`src/rtl/vga_update_scheduler_if.sv`:
```
// Display-update handshake bundle between the RTC/configuration logic
// (master) and the frame-synchronous update scheduler (slave).
interface vga_update_scheduler_if #(
    parameter int DATA_W = 79
);
    logic              upd_req;
    logic [DATA_W-1:0] upd_data;
    logic              upd_ack;

    modport master (
        output upd_req,
        output upd_data,
        input  upd_ack
    );

    modport slave (
        input  upd_req,
        input  upd_data,
        output upd_ack
    );
endinterface

```
`src/rtl/vga_update_scheduler.sv`:
```
// Frame-synchronous update scheduler for the VGA display path.
// Accepts display-bundle updates over a 4-phase req/ack handshake and commits
// them to a shadow register only during vertical blanking, so the character
// generator never sees a mid-frame change. Also derives frame-locked alarm and
// cursor blink enables from a single vblank-entry pulse.
module vga_update_scheduler #(
    parameter int DATA_W        = 79,
    parameter int V_VISIBLE     = 480,
    parameter int BLINK_FRAMES  = 20,
    parameter int CURSOR_FRAMES = 30
) (
    input  logic                   clock,
    input  logic                   reset,
    input  logic                   pixel_tick,
    input  logic [9:0]             pixel_x,
    input  logic [9:0]             pixel_y,
    vga_update_scheduler_if.slave  upd,
    output logic [DATA_W-1:0]      disp_data,
    output logic                   upd_pending,
    output logic                   frame_tick,
    output logic                   blink,
    output logic                   blink_cursor
);

    // Counter widths; guard against degenerate 1-frame periods.
    localparam int BLINK_W  = (BLINK_FRAMES  > 1) ? $clog2(BLINK_FRAMES)  : 1;
    localparam int CURSOR_W = (CURSOR_FRAMES > 1) ? $clog2(CURSOR_FRAMES) : 1;

    localparam logic [9:0]          V_VISIBLE_Y  = 10'(V_VISIBLE);
    localparam logic [BLINK_W-1:0]  BLINK_LAST   = BLINK_W'(BLINK_FRAMES - 1);
    localparam logic [CURSOR_W-1:0] CURSOR_LAST  = CURSOR_W'(CURSOR_FRAMES - 1);

    typedef enum logic [1:0] {
        IDLE    = 2'd0,
        WAIT_VB = 2'd1,
        LATCH   = 2'd2,
        REL     = 2'd3
    } state_t;

    state_t              state_q;
    logic                ack_q;
    logic                pending_q;
    logic [DATA_W-1:0]   disp_q;

    logic                frame_tick_q;
    logic                frame_tick_d;

    logic [BLINK_W-1:0]  blink_cnt_q;
    logic [BLINK_W-1:0]  blink_cnt_d;
    logic                blink_q;
    logic                blink_d;

    logic [CURSOR_W-1:0] cursor_cnt_q;
    logic [CURSOR_W-1:0] cursor_cnt_d;
    logic                cursor_q;
    logic                cursor_d;

    logic                in_vblank;

    // Rows at or below the visible height are blanking; safe to commit there.
    assign in_vblank = (pixel_y >= V_VISIBLE_Y);

    // Vblank entry is the single pixel at column 0 of the first blanking row,
    // so the 524->0 wrap and the other blanking rows never fire it.
    always_comb begin
        frame_tick_d = pixel_tick && (pixel_x == 10'd0) && (pixel_y == V_VISIBLE_Y);
    end

    // Register the vblank-entry pulse so it is glitch-free and one clock wide.
    always_ff @(posedge clock or posedge reset) begin
        if (reset) begin
            frame_tick_q <= 1'b0;
        end else begin
            frame_tick_q <= frame_tick_d;
        end
    end

    // Blink dividers count frames, not clocks, so both blinks stay locked to
    // the raster and are independent of the update handshake.
    always_comb begin
        blink_cnt_d  = blink_cnt_q;
        blink_d      = blink_q;
        cursor_cnt_d = cursor_cnt_q;
        cursor_d     = cursor_q;
        if (frame_tick_q) begin
            if (blink_cnt_q == BLINK_LAST) begin
                blink_cnt_d = '0;
                blink_d     = ~blink_q;
            end else begin
                blink_cnt_d = blink_cnt_q + 1'b1;
            end
            if (cursor_cnt_q == CURSOR_LAST) begin
                cursor_cnt_d = '0;
                cursor_d     = ~cursor_q;
            end else begin
                cursor_cnt_d = cursor_cnt_q + 1'b1;
            end
        end
    end

    // Blink counter and toggle state.
    always_ff @(posedge clock or posedge reset) begin
        if (reset) begin
            blink_cnt_q  <= '0;
            blink_q      <= 1'b0;
            cursor_cnt_q <= '0;
            cursor_q     <= 1'b0;
        end else begin
            blink_cnt_q  <= blink_cnt_d;
            blink_q      <= blink_d;
            cursor_cnt_q <= cursor_cnt_d;
            cursor_q     <= cursor_d;
        end
    end

    // Handshake FSM with registered outputs. The shadow bundle is written only
    // in LATCH, which is reachable only from WAIT_VB after in_vblank was seen,
    // so every commit lands inside blanking. A request is considered only from
    // IDLE, which is entered only as ack falls, so no request is taken while
    // ack is still high.
    always_ff @(posedge clock or posedge reset) begin
        if (reset) begin
            state_q   <= IDLE;
            ack_q     <= 1'b0;
            pending_q <= 1'b0;
            disp_q    <= '0;
        end else begin
            case (state_q)
                IDLE: begin
                    if (upd.upd_req) begin
                        state_q   <= WAIT_VB;
                        pending_q <= 1'b1;
                    end
                end
                WAIT_VB: begin
                    // A withdrawn request is abandoned silently: no commit, no ack.
                    if (!upd.upd_req) begin
                        state_q   <= IDLE;
                        pending_q <= 1'b0;
                    end else if (in_vblank) begin
                        state_q   <= LATCH;
                        pending_q <= 1'b0;
                    end
                end
                LATCH: begin
                    disp_q  <= upd.upd_data;
                    ack_q   <= 1'b1;
                    state_q <= REL;
                end
                REL: begin
                    if (!upd.upd_req) begin
                        ack_q   <= 1'b0;
                        state_q <= IDLE;
                    end
                end
                default: begin
                    state_q   <= IDLE;
                    ack_q     <= 1'b0;
                    pending_q <= 1'b0;
                end
            endcase
        end
    end

    assign upd.upd_ack   = ack_q;
    assign upd_pending   = pending_q;
    assign disp_data     = disp_q;
    assign frame_tick    = frame_tick_q;
    assign blink         = blink_q;
    assign blink_cursor  = cursor_q;

endmodule

```
`src/flat_wrapper.sv`:
```
// flat-port wrapper written by rule: the top's interface ports become plain ports
module vga_update_scheduler_flat 
#(
    parameter int DATA_W        = 79,
    parameter int V_VISIBLE     = 480,
    parameter int BLINK_FRAMES  = 20,
    parameter int CURSOR_FRAMES = 30
)
  (clock, reset, pixel_tick, pixel_x, pixel_y, disp_data, upd_pending, frame_tick, blink, blink_cursor, upd_upd_req, upd_upd_data, upd_upd_ack);
  vga_update_scheduler_if #(.DATA_W(DATA_W)) upd_i ();
  input  logic clock;
  input  logic reset;
  input  logic pixel_tick;
  input  logic [9:0] pixel_x;
  input  logic [9:0] pixel_y;
  output logic [DATA_W-1:0] disp_data;
  output logic upd_pending;
  output logic frame_tick;
  output logic blink;
  output logic blink_cursor;
  input wire logic [$bits(upd_i.upd_req)-1:0] upd_upd_req;
  input wire logic [$bits(upd_i.upd_data)-1:0] upd_upd_data;
  output wire logic [$bits(upd_i.upd_ack)-1:0] upd_upd_ack;
  assign upd_i.upd_req = upd_upd_req;
  assign upd_i.upd_data = upd_upd_data;
  assign upd_upd_ack = upd_i.upd_ack;
  vga_update_scheduler #(.DATA_W(DATA_W), .V_VISIBLE(V_VISIBLE), .BLINK_FRAMES(BLINK_FRAMES), .CURSOR_FRAMES(CURSOR_FRAMES)) u_core (.clock(clock), .reset(reset), .pixel_tick(pixel_tick), .pixel_x(pixel_x), .pixel_y(pixel_y), .upd(upd_i), .disp_data(disp_data), .upd_pending(upd_pending), .frame_tick(frame_tick), .blink(blink), .blink_cursor(blink_cursor));
endmodule
```
`config.mk`:
```
export PLATFORM = sky130hd
export DESIGN_NAME = vga_update_scheduler_flat
export DESIGN_NICKNAME = d
export VERILOG_FILES = /design/src/rtl/vga_update_scheduler_if.sv /design/src/rtl/vga_update_scheduler.sv /design/src/flat_wrapper.sv
export SDC_FILE = /design/constraint.sdc
export NUM_CORES = 1
export LEC_CHECK = 0
export CORE_MARGIN = 5
export CORE_UTILIZATION = 40
export CTS_CLUSTER_DIAMETER = 60
export DETAILED_ROUTE_END_ITERATION = 6
export PLACE_DENSITY = 0.82
export SYNTH_ARGS = -nofsm -noshare
export SYNTH_HDL_FRONTEND = slang
export SYNTH_SLANG_ARGS = --single-unit
```
`constraint.sdc`:
```
create_clock -name clock -period 4.32 [get_ports clock]
set_input_delay 1.08 -clock clock [delete_from_list [all_inputs] [get_ports clock]]
set_output_delay 1.08 -clock clock [all_outputs]
set_load 0.01 [all_outputs]
```
==> reports/metrics.yaml, run 1 <==
synth:
  post-synth-top-area-fraction_pct: 63.5
  synth_seq_area_share_pct: 63.5
  synth_async_sr_flop_share_pct: 100
  synthesis.instances: 251
  ys_warn_count: 0
  postSynth.topFlopCell: "dfrtp_1"
  postSynthNetCount: 357
  number_of_synthesized_register_bits: 96
  synth_top_cells_by_area: "dfrtp_1 (64%), mux2_2 (21%), mux2_1 (3.0%), buf_4 (1.2%), o21ai_0 (1.1%)"
  netlist.top_cell.by_area: "dfrtp_1"
  post_synth_instance_area_um2: 3780
  yosysUniqueCellTypes: 31
  yosys.cell_count.top_type: "dfrtp_1"
  synth_commonest_cells: "dfrtp_1 (96), mux2_2 (70), mux2_1 (10), nand2_1 (8), o21ai_0 (8)"
  mean_cell_area_of_the_mapped_netlist_um2: 15.1
  synth_edf_count: 0
floorplanning:
  die_x_um: 107
  chipHeight_um: 107
  floorplan.die_area_um2: 11500
  floorplan.initialDensity_pct: 40.9
  core.rowCount: 35
  core_um2: 9240
  top_level_ports: 187
clock_tree:
  cts_hold_buffers: 0
  cts_resized: 0
  ctsRootBufferMaster: "clkbuf_8"
  clock_sink_count: 96
  cts-buffers-inserted: 9
  post-cts-setup-buffers: 0
  clk_path_buf_depth: 2
  clk_transition_reported_paths_ns: 0.09
  worst_skew_pair.late_latency_ns: 0.35
  clock_tree.htree_level_count: 3
  cts_tree: "done"
grt:
  first_global_vias: 2935
  largest_net_degree_at_the_start_of_global_routing: 97
  global_route.usage.total_pct: 16.4
  grt-ovfl-total: 0
  wire_length_of_the_first_global_routing_pass_um: 14800
  grt_antenna_before_repair: 0
routing:
  vias_per_cell: 4.81
  wl_um: 9520
  detailedRoute.firstPassIterationCount: 4
  drt_iter0_markers: 57
  detail-route-antenna-nets: 0
  detailed_route_wire_length_per_cell_um: 16.6
  route.vias.total: 2749
  detail_route.drc_violations: 0
finish:
  postLayoutCoreUtil_pct: 64.4
  finalNetCount: 545
  n_fill_cell: 701
  post_route_cells_drive_above_1_share_pct: 19.9
  area_growth_syn_to_layout_pct: 57.2
  antennaDiodeCount: 0
critical_path:
  worstPathCellList: "clkdlybuf4s50_1"
  r2r_setup_slack_ns: 2.26
  cp.buffers_inverters: 1
  critical_path.endpoint_type: "output port"
  cp_slowest_cell: "dfrtp_1"
  start_kind: "flip-flop"
  timing.reg2reg.worst_path_depth: 4
  crit_path_start: "u_core.frame_tick"
  path_depth: 1
  worstPathRequired_ns: 3.24
  timing_worst_setup_path_type: "reg2out"
  timing.critical_path.max_delay_family: "flip-flops"
  timing.critical_path.to: "frame_tick"
  timing.rr.end: "u_core.disp_data[41]"
  critPathMaxStageDelay_ns: 0.67
  arrival_ns: 1.66
  path_max_fanout: 19
timing:
  post-route-min-period_ns: 2.74
  finalSetupTns_ns: 0
  relSlewSlack_pct: 21.9
  rsz0062_at_grt: "false"
  final_period_utilization_pct: 63.4
  max_clock_freq_ghz: 0.365
  worst_clock_skew_ns: 0.0111
  finalHoldViolations: 0
  setup_viol: 0
  drv_slew: 0
  tightest_hold_margin_ns: 0.474
  worstMarginPinSlew_ns: 1.17
place:
  globalplace.congestion: 0.726
  placement.io_buffers: 186
  hpwl_um: 7190
pwr:
  cellLeakagePower_nw: 2.46
  power_per_cell_area_nw_per_um2: 617
  vdd_ir_drop_max_v: 0.000347
flow_run:
  maxCapViolCount: 0
min_path:
  hold_wc_path_type: "reg2reg"
outcome:
  run_status: "finished clean"
-- how the worst min path moves through the flow --
stage               slack, ns                     end  depth (start not counted)              startpoint
finish                   0.47            u_core.blink                          1            u_core.blink
global route             0.49            u_core.blink                          1            u_core.blink
CTS                      0.48            u_core.blink                          1            u_core.blink
detailed placement       0.47     u_core.blink_cursor                          1     u_core.blink_cursor
global placement         0.46     u_core.blink_cursor                          1     u_core.blink_cursor
floorplan                0.45  u_core.cursor_cnt_q[4]                          1  u_core.cursor_cnt_q[4]
-- routing by layer --
layer	global-route usage, %	vias to the layer above	share of wire (%)
li1	-	1268	-
met1	19.0	1353	38
met2	27.2	114	50
met3	6.74	14	11
met4	6.30	0	1.7
met5	0	-	0
-- power breakdown --
group / switching, mW / internal [mW]
logic: 0.565 / 1.03
clock network: 0.302 / 0.283
registers: 0.202 / 1.29
-- area by class of cell --
type	count	area, um2	share of cell area, %
Clock inverter	4	53.8	0.905
Clock buffer	11	141	2.38
Inverter	5	21.3	0.358
Timing Repair Buffer	187	1880	31.6
Tap cell	129	161	2.71
Multi-Input combinational cell	140	1280	21.6
Sequential cell	96	2400	40.4
-- stage by stage --
stage	cell area, um2	setup slack (ns)	total power, mW	cells
final	5950	1.58	3.67	572
after detailed placement	5750	1.74	3.13	557
after CTS	5950	1.55	3.73	572
after floorplan	3780	0.735	2.12	251
after global routing	5950	1.49	3.88	572
after global placement	5750	1.75	3.07	557
-- state kept, by name, indices dropped and copies added, names as in the netlist, named ones only --
register,flops
u_core.state_q,1
u_core.frame_tick,1
u_core.upd.upd_ack,1
u_core.blink_cnt_q,5
u_core.blink_cursor,1
u_core.blink,1
u_core.disp_data,79
u_core.cursor_cnt_q,5
u_core.upd_pending,1
-- logic make-up after synthesis --
logic type               after synthesis  share of synthesized area [%]
AND/OR/NAND/NOR                       32                           4.76
multiplexers                          82                           24.3
XOR/XNOR                               3                          0.695
buffers and inverters                 15                           2.51
adder cells (fa/ha/maj)                3                          0.992
AO/OA/AOI/OAI                         20                           3.18
flip-flops                            96                           63.5
-- cell usage in the layout, fill, tap and decap left out, types with 4 or more instances in the layout --
cell               n
nand4_1            4
nand2_1            8
mux2_1            10
clkdlybuf4s50_1  186
nor2_1             5
mux2_2            70
clkbuf_8          10
o21ai_0            8
a21oi_1            4
dfrtp_1           96
Note: power is estimated with default switching activity, not from simulation.
==> inputs of run 2 (changes only) <==
Clock period 4.32 ns to 2.8 ns, I/O delays scaled along.
==> run 2 against run 1 <==
Hold slack improved by 0.0058 ns. Critical endpoint unchanged. Non-clock buffer count grew 2. Critical path type unchanged. Combinational power up 55%. Largest power group unchanged. Highest routed layer unchanged.
==> reports/metrics.yaml, run 2 (same netlist as run 1, synthesis figures left out) <==
clock_tree:
  worst_skew_pair.late_latency_ns: 0.35
  clock_sink_count: 96
  ctsRootBufferMaster: "clkbuf_8"
  cts-buffers-inserted: 9
  cts_hold_buffers: 0
  clk_transition_reported_paths_ns: 0.08
  clk_path_buf_depth: 2
  clock_tree.htree_level_count: 3
  post-cts-setup-buffers: 0
  cts_resized: 0
  cts_tree: "done"
critical_path:
  r2r_start: "u_core.state_q[0]"
  timing.critical_path.max_delay_family: "flip-flops"
  timing_worst_setup_path_type: "reg2out"
  crit_path_start: "u_core.frame_tick"
  cp_slowest_cell: "dfrtp_1"
  critical_path.endpoint_type: "output port"
  worstPathCellList: "clkdlybuf4s50_1"
  worstPathRequired_ns: 2.10
  cp.buffers_inverters: 1
  r2r_setup_slack_ns: 1.12
  path_max_fanout: 19
  arrival_ns: 1.63
  critPathMaxStageDelay_ns: 0.66
  start_kind: "flip-flop"
floorplanning:
  floorplan.initialDensity_pct: 40.9
  top_level_ports: 187
  die_x_um: 107
  floorplan.die_area_um2: 11500
  core.rowCount: 35
  chipHeight_um: 107
  core_um2: 9240
timing:
  setup_viol: 0
  worstMarginPinSlew_ns: 0.504
  drv_slew: 0
  finalSetupTns_ns: 0
  finalHoldViolations: 0
  final_period_utilization_pct: 83.3
  post-route-min-period_ns: 2.33
  rsz0062_at_grt: "false"
  max_clock_freq_ghz: 0.429
  relSlewSlack_pct: 66.4
  worst_clock_skew_ns: 0.0111
finish:
  antennaDiodeCount: 0
  largest_register_ff_count: 79
  area_growth_syn_to_layout_pct: 58.0
  postLayoutCoreUtil_pct: 64.7
  post_route_cells_drive_above_1_share_pct: 20.1
  finalNetCount: 547
  seqCellArea_um2: 2400
  layout_common_cells: "clkdlybuf4s50_1 (186), dfrtp_1 (96), mux2_2 (70)"
  multiInputGateArea_um2: 1280
  n_fill_cell: 712
  layout_commonest_cell: "clkdlybuf4s50_1"
grt:
  wire_length_of_the_first_global_routing_pass_um: 14500
  first_global_vias: 2946
  global_route.usage.total_pct: 16.3
  grt_antenna_before_repair: 0
  grt-ovfl-total: 0
  largest_net_degree_at_the_start_of_global_routing: 72
place:
  globalplace.congestion: 0.744
  hpwl_um: 7200
  placement.io_buffers: 186
pwr:
  proportion_of_power_drawn_by_flip_flops_and_latches_pct: 40.4
  cellLeakagePower_nw: 2.47
  share_clk_of_total_power_pct: 16.3
  switching_share_pct: 28.3
  comb_power_share_pct: 43.3
  design_power_total_mw: 5.67
  power_report.internal_total_mw: 4.06
  vdd_ir_drop_max_v: 0.000499
  power_per_cell_area_nw_per_um2: 948
  total_switching_power_mw: 1.60
outcome:
  run_status: "finished clean"
routing:
  detailed_route_wire_length_per_cell_um: 16.3
  detail-route-antenna-nets: 0
  detailedRoute.firstPassIterationCount: 4
  detail_route.drc_violations: 0
  drt_iter0_markers: 85
  vias_per_cell: 4.76
  wl_um: 9340
  route.vias.total: 2721
min_path:
  timing.hold.worst.start: "u_core.blink"
  hold_wc_path_type: "reg2reg"
flow_run:
  maxCapViolCount: 0
-- run 2: worst paths after layout --
kind	depth (start not counted)	end
max reg2reg	3	u_core.disp_data[39]
max in group asynchronous	3	u_core.disp_data[48]
max	1	frame_tick
min	1	u_core.blink
min reg2reg	1	u_core.blink
min in group asynchronous	2	u_core.disp_data[15]
-- run 2: through the flow --
| step | setup slack [ns] | std cells | hold slack (ns) | cell area (um2) |
|---|---|---|---|---|
| after floorplan | 0.966 | 251 | 0.449 | 3790 |
| after global placement | 0.856 | 559 | 0.462 | 5780 |
| after detailed placement | 0.817 | 559 | 0.464 | 5780 |
| after CTS | 0.426 | 572 | 0.479 | 5980 |
| after global routing | 0.353 | 572 | 0.498 | 5980 |
| final | 0.468 | 572 | 0.480 | 5980 |
-- run 2: power groups by stage --
stage / logic, mW / registers, mW / clock network, mW
floorplan: 0.679 / 2.59 / 0
global placement: 2.45 / 2.28 / 0
detailed placement: 2.49 / 2.33 / 0
CTS: 2.50 / 2.30 / 0.955
global route: 2.61 / 2.38 / 1.02
finish: 2.46 / 2.29 / 0.921
-- run 2: layer usage --
layer	vias up	global-route usage (%)	share of wire, %
met4	0	5.66	2.0
met1	1334	17.3	36
met3	18	7.65	9.4
met2	106	28.5	52
li1	1263	-	-
met5	-	0	0
-- run 2: area by class of cell --
type                       instances  share of cell area, %
clock buffer                       9                   2.07
tap                              129                   2.70
clock inverter                     4                   1.21
sequential                        96                   40.2
timing repair buffer             189                   31.9
multi-input combinational        140                   21.5
inverter                           5                  0.377
==> inputs of run 3 (changes only) <==
Clock period 2.8 ns to 2.4 ns, I/O delays scaled along.
==> run 3 against run 2 <==
Utilization grew 0.095 points. Via count rose by 1.5%. Flip-flop and latch count stayed put. Wire length rose by 0.54%. Clock power up 14%. Final cell count grew 0.70%. Die area stayed put. Global-route usage increased by 0.12 points. Register-to-register slack worse by 0.18 ns. Sequential power up 17%. Critical endpoint unchanged.
==> reports/metrics.yaml, run 3 (same netlist as run 1, synthesis figures left out) <==
outcome:
  run_status: "finished clean"
floorplanning:
  floorplan.die_area_um2: 11500
  core_um2: 9240
  die_x_um: 107
  core.rowCount: 35
  top_level_ports: 187
  floorplan.initialDensity_pct: 40.9
  chipHeight_um: 107
grt:
  first_global_vias: 3021
  global_route.usage.total_pct: 16.5
  grt_antenna_before_repair: 0
  largest_net_degree_at_the_start_of_global_routing: 65
  wire_length_of_the_first_global_routing_pass_um: 14900
  grt-ovfl-total: 0
critical_path:
  critPathMaxStageDelay_ns: 0.67
  timing.rr.end: "u_core.disp_data[59]"
  timing.critical_path.max_delay_family: "flip-flops"
  path_max_fanout: 19
  critical_path.endpoint_type: "output port"
  timing.reg2reg.worst_path_depth: 3
  r2r_start: "u_core.state_q[0]"
  worstPathCellList: "clkdlybuf4s50_1"
  r2r_setup_slack_ns: 0.94
  cp_slowest_cell: "dfrtp_1"
  cp.buffers_inverters: 1
  worstPathRequired_ns: 1.80
  path_depth: 1
  timing_worst_setup_path_type: "reg2out"
  start_kind: "flip-flop"
  arrival_ns: 1.64
finish:
  post_route_cells_drive_above_1_share_pct: 20.6
  largest_register_ff_count: 79
  postLayoutCoreUtil_pct: 64.8
  layout_commonest_cell: "clkdlybuf4s50_1"
  antennaDiodeCount: 0
  layout_common_cells: "clkdlybuf4s50_1 (186), dfrtp_1 (96), mux2_2 (70)"
  area_growth_syn_to_layout_pct: 58.3
  finalNonFillerCells: 576
  finalNetCount: 548
place:
  post_placement_cell_count: 560
  hpwl_um: 7280
  globalplace.congestion: 0.719
  placement.io_buffers: 186
timing:
  worstMarginPinSlew_ns: 0.526
  final_period_utilization_pct: 93.5
  relSlewSlack_pct: 64.9
  rsz0062_at_grt: "false"
  post-route-min-period_ns: 2.24
  max_clock_freq_ghz: 0.446
  setup_viol: 0
  drv_slew: 0
  finalSetupTns_ns: 0
  finalHoldViolations: 0
  worst_clock_skew_ns: 0.00891
routing:
  drt_iter0_markers: 71
  detailedRoute.firstPassIterationCount: 4
  vias_per_cell: 4.80
  detail-route-antenna-nets: 0
  wl_um: 9390
  detailed_route_wire_length_per_cell_um: 16.3
  detail_route.drc_violations: 0
  route.vias.total: 2762
pwr:
  design_power_total_mw: 6.60
  power_per_cell_area_nw_per_um2: 1100
  cellLeakagePower_nw: 2.48
  vdd_ir_drop_max_v: 0.000703
clock_tree:
  cts_resized: 0
  cts_hold_buffers: 0
  clk_transition_reported_paths_ns: 0.09
  worst_skew_pair.late_latency_ns: 0.34
  cts-buffers-inserted: 9
  post-cts-setup-buffers: 0
  clk_path_buf_depth: 2
  cts_tree: "done"
  clock_sink_count: 96
  ctsRootBufferMaster: "clkbuf_8"
  clock_tree.htree_level_count: 3
min_path:
  hold_end: "u_core.blink_cursor"
  hold_wc_path_type: "reg2reg"
  timing.hold.worst.start: "u_core.blink_cursor"
  whs_path_depth: 1
flow_run:
  maxCapViolCount: 0
run 3: cell count changes in the layout (fill, tap and decap cells not counted), sizes merged:
cell / change
buf: +1
bufinv: -1
clkbuf: +2
clkinv: +2
run 3: final cells by class:
| class | count | area [um2] |
|---|---|---|
| multi-input cells | 140 | 1280 |
| clock buffers | 11 | 141 |
| repair buffers | 190 | 1920 |
| inverters | 5 | 22.5 |
| fillers | 755 | 3250 |
| well taps | 129 | 161 |
| clock inverters | 5 | 56.3 |
| flip-flops and latches | 96 | 2400 |
run 3: power by group:
| part | internal (mW) | total (mW) | switching [mW] |
|---|---|---|---|
| combinational | 1.86 | 2.88 | 1.02 |
| clock | 0.510 | 1.05 | 0.541 |
| sequential | 2.31 | 2.67 | 0.355 |
run 3: how the worst max path moves through the flow:
stage | to | from | slack [ns]
2_1_floorplan | async pin | reset | 0.67
3_3_place_gp | frame_tick | u_core.frame_tick | 0.55
3_5_place_dp | frame_tick | u_core.frame_tick | 0.51
4_1_cts | frame_tick | u_core.frame_tick | 0.13
5_1_grt | frame_tick | u_core.frame_tick | 0.04
6_report | frame_tick | u_core.frame_tick | 0.16
run 3: through the flow:
step / cell area [um2] / hold WS [ns] / setup slack, ns
2_1_floorplan: 3790 / 0.449 / 0.666
3_3_place_gp: 5790 / 0.463 / 0.550
3_5_place_dp: 5790 / 0.462 / 0.515
4_1_cts: 5990 / 0.486 / 0.130
5_1_grt: 5990 / 0.506 / 0.0437
6_report: 5990 / 0.481 / 0.156
run 3: routing by layer:
layer | global-route usage (%) | vias to the layer above | routed length, um
li1 | - | 1275 | -
met1 | 18.1 | 1371 | 3400
met2 | 29.1 | 103 | 4960
met3 | 5.84 | 13 | 835
met4 | 6.12 | 0 | 194
met5 | 0 | - | 0
